===== config.mk =====
export PLATFORM = sky130hd
export DESIGN_NAME = edge_capture_ctrl
export DESIGN_NICKNAME = d
export VERILOG_FILES = /design/src/rtl/edge_capture_ctrl.sv
export SDC_FILE = /design/constraint.sdc
export NUM_CORES = 1
export LEC_CHECK = 0
export ABC_AREA = 1
export CORE_MARGIN = 2
export CORE_UTILIZATION = 35
export CTS_BUF_LIST = sky130_fd_sc_hd__clkbuf_8
export DETAILED_ROUTE_END_ITERATION = 8
export PLACE_DENSITY = 0.52
export SLEW_MARGIN = 30
export SYNTH_ARGS = -nofsm -noshare
export SYNTH_HDL_FRONTEND = slang
export SYNTH_SLANG_ARGS = --single-unit

===== constraint.sdc =====
create_clock -name clock -period 4.42 [get_ports clock]
set_input_delay 0.884 -clock clock [delete_from_list [all_inputs] [get_ports clock]]
set_output_delay 0.884 -clock clock [all_outputs]
set_load 0.01 [all_outputs]

===== src/rtl/edge_capture_ctrl.sv =====
//==============================================================================
// Module   : edge_capture_ctrl
// Brief    : Capture-window sequencer driving the edge-time logger enable.
//            The optional lock-wait timeout is enabled by EDGE_CAPTURE_TIMEOUT_EN.
// Revision : 1.0 - initial release
//==============================================================================
`default_nettype none

module edge_capture_ctrl #(
    parameter int SKIP_EDGES    = 64,
    parameter int CAPTURE_EDGES = 256,
    parameter int GAP_EDGES     = 16,
    parameter int NUM_WINDOWS   = 4,
    parameter int LOCK_TIMEOUT  = 1024
) (
    input  logic                               clock,
    input  logic                               reset,
    input  logic                               start,
    input  logic                               lock,
    output logic                               enable,
    output logic [$clog2(NUM_WINDOWS+1)-1:0]   window_idx,
    output logic                               busy,
    output logic                               done,
    output logic                               lock_err,
    output logic                               timeout
);

    localparam int WIDX_W = $clog2(NUM_WINDOWS + 1);
    localparam int C_MAX_A = (SKIP_EDGES > CAPTURE_EDGES) ? SKIP_EDGES : CAPTURE_EDGES;
    localparam int C_MAX_B = (C_MAX_A > GAP_EDGES) ? C_MAX_A : GAP_EDGES;
`ifdef EDGE_CAPTURE_TIMEOUT_EN
    localparam int C_MAX   = (C_MAX_B > LOCK_TIMEOUT) ? C_MAX_B : LOCK_TIMEOUT;
`else
    localparam int C_MAX   = C_MAX_B;
`endif
    localparam int CNT_W   = $clog2(C_MAX + 1);

    localparam logic [CNT_W-1:0]  C_SKIP_LAST = CNT_W'(SKIP_EDGES);
    localparam logic [CNT_W-1:0]  C_CAP_LAST  = CNT_W'(CAPTURE_EDGES - 1);
    localparam logic [CNT_W-1:0]  C_GAP_LAST  = CNT_W'((GAP_EDGES > 0) ? GAP_EDGES - 1 : 0);
    localparam logic [WIDX_W-1:0] C_NUM_WIN   = WIDX_W'(NUM_WINDOWS);

    generate
        if (CAPTURE_EDGES < 1 || NUM_WINDOWS < 1 || SKIP_EDGES < 0 ||
            GAP_EDGES < 0 || LOCK_TIMEOUT < 1) begin : g_bad_params
            $error("edge_capture_ctrl: illegal parameter value");
        end
    endgenerate

    typedef enum logic [2:0] {
        S_IDLE     = 3'd0,
        S_LOCKWAIT = 3'd1,
        S_SKIP     = 3'd2,
        S_CAPTURE  = 3'd3,
        S_GAP      = 3'd4,
        S_DONE     = 3'd5
    } state_t;

    state_t              state_q, state_d;
    logic [CNT_W-1:0]    cnt_q, cnt_d;
    logic                enable_q, enable_d;
    logic [WIDX_W-1:0]   window_idx_q, window_idx_d;
    logic                lock_err_q, lock_err_d;
    logic [WIDX_W-1:0]   w_idx_inc;
`ifdef EDGE_CAPTURE_TIMEOUT_EN
    logic                timeout_q, timeout_d;
`endif

    always_ff @(posedge clock or posedge reset) begin
        if (reset) begin
            state_q      <= S_IDLE;
            cnt_q        <= '0;
            enable_q     <= 1'b0;
            window_idx_q <= '0;
            lock_err_q   <= 1'b0;
`ifdef EDGE_CAPTURE_TIMEOUT_EN
            timeout_q    <= 1'b0;
`endif
        end else begin
            state_q      <= state_d;
            cnt_q        <= cnt_d;
            enable_q     <= enable_d;
            window_idx_q <= window_idx_d;
            lock_err_q   <= lock_err_d;
`ifdef EDGE_CAPTURE_TIMEOUT_EN
            timeout_q    <= timeout_d;
`endif
        end
    end

    always_comb begin
        state_d      = state_q;
        cnt_d        = cnt_q;
        enable_d     = enable_q;
        window_idx_d = window_idx_q;
        lock_err_d   = lock_err_q;
`ifdef EDGE_CAPTURE_TIMEOUT_EN
        timeout_d    = timeout_q;
`endif
        w_idx_inc    = window_idx_q + 1'b1;

        // Lock loss outranks counter completion; window_idx is kept so the
        // interrupted window reruns in full after the next SKIP.
        if ((state_q == S_SKIP || state_q == S_CAPTURE || state_q == S_GAP) && !lock) begin
            state_d    = S_LOCKWAIT;
            cnt_d      = '0;
            enable_d   = 1'b0;
            lock_err_d = 1'b1;
        end else begin
            case (state_q)
                S_IDLE, S_DONE: begin
                    if (start) begin
                        state_d      = lock ? S_SKIP : S_LOCKWAIT;
                        cnt_d        = '0;
                        enable_d     = 1'b0;
                        window_idx_d = '0;
                        lock_err_d   = 1'b0;
`ifdef EDGE_CAPTURE_TIMEOUT_EN
                        timeout_d    = 1'b0;
`endif
                    end
                end
                S_LOCKWAIT: begin
                    if (lock) begin
                        state_d = S_SKIP;
                        cnt_d   = '0;
`ifdef EDGE_CAPTURE_TIMEOUT_EN
                    end else if (cnt_q == CNT_W'(LOCK_TIMEOUT - 1)) begin
                        state_d   = S_DONE;
                        timeout_d = 1'b1;
                    end else begin
                        cnt_d = cnt_q + 1'b1;
`endif
                    end
                end
                S_SKIP: begin
                    if (cnt_q == C_SKIP_LAST) begin
                        state_d  = S_CAPTURE;
                        cnt_d    = '0;
                        enable_d = 1'b1;
                    end else begin
                        cnt_d = cnt_q + 1'b1;
                    end
                end
                S_CAPTURE: begin
                    if (cnt_q == C_CAP_LAST) begin
                        cnt_d        = '0;
                        window_idx_d = w_idx_inc;
                        if (w_idx_inc == C_NUM_WIN) begin
                            state_d  = S_DONE;
                            enable_d = 1'b0;
                        end else if (GAP_EDGES > 0) begin
                            state_d  = S_GAP;
                            enable_d = 1'b0;
                        end
                    end else begin
                        cnt_d = cnt_q + 1'b1;
                    end
                end
                S_GAP: begin
                    if (cnt_q == C_GAP_LAST) begin
                        state_d  = S_CAPTURE;
                        cnt_d    = '0;
                        enable_d = 1'b1;
                    end else begin
                        cnt_d = cnt_q + 1'b1;
                    end
                end
                default: begin
                    state_d  = S_IDLE;
                    enable_d = 1'b0;
                end
            endcase
        end
    end

    assign enable     = enable_q;
    assign window_idx = window_idx_q;
    assign busy       = (state_q != S_IDLE) && (state_q != S_DONE);
    assign done       = (state_q == S_DONE);
    assign lock_err   = lock_err_q;
`ifdef EDGE_CAPTURE_TIMEOUT_EN
    assign timeout    = timeout_q;
`else
    assign timeout    = 1'b0;
`endif

endmodule

`default_nettype wire


==> impl_metrics.yaml <==
placement:
  dp_hpwl_mm: 2.39
  gp_congestion: 0.839
  placement.cell_area_mm2: 0.00150
  dpl.cell_count: 252
  place_ws_ns: 1.87
  io_buffers: 10
yosys:
  syn_area_per_cell_um2: 6.94
  synth.top_cell.area_share_pct: 30.9
  netlist_instances: 198
  synthTopCellsByCount: "nand2_1 (51), nand3_1 (29), inv_1 (26), dfrtp_1 (17), nor2_1 (13)"
  yosysUniqueCellTypes: 28
  synth_area_mm2: 0.00138
  seq_area_frac_synth_pct: 30.9
  synth-edff-count: 0
  synth.area.top_cells: "dfrtp_1 (31%), nand2_1 (14%), nand3_1 (11%), inv_1 (7.1%), ha_1 (5.5%)"
  synth_nets: 208
  yosysMostFrequentCell: "nand2_1"
  yosysWarnings: 0
  async_reset_ff_share_pct: 100
  synth_seq_cells: 17
  yosysTopAreaCell: "dfrtp_1"
  synth_ff_type: "dfrtp_1"
timing:
  period_share_pct: 57.5
  setup_violations: 0
  finalSetupTns_ns: 0
  maxSlewHeadroom_pct: 53.0
  finClkSkew_ns: 0.00157
  setup_ws_ns: 1.88
  maxSlewViolCount: 0
  max_freq_ghz: 0.394
  worst_pin_slew_ns: 0.704
  min_period_ns: 2.54
  rsz0062_at_grt: "no"
  hold_viol_final: 0
  timing.hold.ws_ns: 0.483
setup_path:
  worst_setup_path_end_kind: "output port"
  path_max_fanout: 6
  crit_type: "reg2out"
  start_kind: "flop"
  cp.arrival_ns: 1.66
  cp_data_required_time_ns: 3.54
pwr:
  power_frac_comb_pct: 54.1
  peakVddDrop_mv: 0.183
  power_frac_seq_pct: 30.4
  power.switching_mw: 0.369
  p_leak_nw: 0.804
  power.density_mw_per_mm2: 496
  pwr-share-clk_pct: 15.5
  p_int_mw: 0.395
  finalPower_mw: 0.765
  switching_share_pct: 48.3
routing:
  drt-total-wl_mm: 3.10
  avgRoutedWirePerCell_um: 12.1
  drt_iter0_drc: 96
  dr_total_vias: 1275
  dr.pass1.iters: 4
  drc: 0
  via_per_inst: 4.98
  antenna_left: 0
clock_network:
  cts_sinks: 17
  post-cts-setup-buffers: 0
  clk_pin_slew_worst_paths_ns: 0.07
  cts_buffers: 3
  cts.htree.levels: 1
  clockRootBuffer: "clkbuf_8"
  insertion_delay_ns: 0.25
  cts_resized: 0
  cts_hold_buf: 0
  clockBufferDepth: 2
  cts_tree: "built"
floorplan:
  rows: 22
  die_w_um: 66.7
  die-area_mm2: 0.00445
  start_util_pct: 37.0
  ios: 12
  coreArea_mm2: 0.00372
  die_y_um: 66.7
final_layout:
  diodes: 0
  fin_util_pct: 41.5
  layout-drive-gt1-share_pct: 13.9
  stdcell_count: 256
  fill_cells: 402
  num-nets-final: 219
  syn2layout_area_growth_pct: 12.2
  final_area_mm2: 0.00154
global_routing:
  grt_usage_pct: 16.2
  grt_pass1_wl_mm: 5.49
  grt_max_degree: 18
  antenna_found_initial: 0
  gr-total-overflow: 0
  first_global_vias: 1168
flow_run:
  max_cap_viol_count: 0
worst_hold_path:
  worstHoldPathType: "reg2reg"
status:
  outcome: "completed"
[final timing paths]
path | startpoint | end | slack (ns) | depth (start not counted)
max | state_q[1] | busy | 1.88 | 5
min | enable | enable | 0.48 | 2
max reg2reg | cnt_q[0] | cnt_q[0] | 2.32 | 10
min reg2reg | enable | enable | 0.48 | 2
max in group asynchronous | reset | cnt_q[2] | 2.93 | 2
min in group asynchronous | reset | window_idx[2] | 1.04 | 2
[logic make-up (layout without fill, tap and decap cells)]
kind of cell / after synthesis / in the layout / synth area share, %
flops: 17 / 17 / 30.9
other cells: 1 / 1 / 0.273
simple gates: 115 / 115 / 40.0
compound gates: 21 / 21 / 10.6
xor+xnor: 2 / 2 / 1.27
fa+ha+maj: 6 / 6 / 5.46
buf+inv: 36 / 46 / 11.5
[sequential cells by signal (all words and copies together), names as in the netlist]
| signal | flops |
|---|---|
| cnt_q | 9 |
| enable | 1 |
| lock_err | 1 |
| state_q | 3 |
| window_idx | 3 |
[metal layers]
metal / vias up / GRT usage (%) / part of all wire (%)
li1: 661 / - / -
met1: 592 / 23.1 / 51
met2: 18 / 24.4 / 45
met3: 4 / 2.03 / 2.4
met4: 0 / 7.14 / 1.6
met5: - / 0 / 0
[power by group through the flow]
stage                     Sequential, mW  Clock (mW)  Combinational, mW
final                              0.232       0.118              0.414
after global routing               0.239       0.130              0.464
after CTS                          0.232       0.124              0.417
after detailed placement           0.235           0              0.414
after global placement             0.234           0              0.413
after floorplan                    0.223           0              0.325
[critical path, cell delays in order, from the launching register on]
cell and delay, ns:
dfrtp_1 0.47, inv_2 0.08, nand3_1 0.11, nand2_2 0.12
inv_1 0.09, clkdlybuf4s50_1 0.53
[layout by cell type, fill, tap and decap left out]
cell	n
nor2_2	2
clkinv_1	1
nand3_2	3
a21boi_2	1
nand3b_2	1
clkbuf_8	3
nand2_1	51
inv_2	5
dfrtp_1	17
o21ai_1	4
a21oi_2	2
nand3_1	29
nor2_1	13
nor3_2	1
o211ai_2	1
nand4_1	8
ha_1	6
o21ai_0	5
clkdlybuf4s50_1	10
nand2_4	1
inv_1	27
conb_1	1
nor2_4	1
xor2_1	2
nand2_2	3
a21oi_1	3
nor3_1	2
o21ai_2	5
[area by class of cell]
type	count	area, µm²	share of cell area (%)
timing repair buffer	10	100	6.49
sequential	17	425	27.6
tap	48	60.1	3.89
clock buffer	3	41.3	2.68
clock inverter	1	3.75	0.243
inverter	32	120	7.79
multi-input combinational	145	792	51.3
Power figures use the tool's default switching activity.
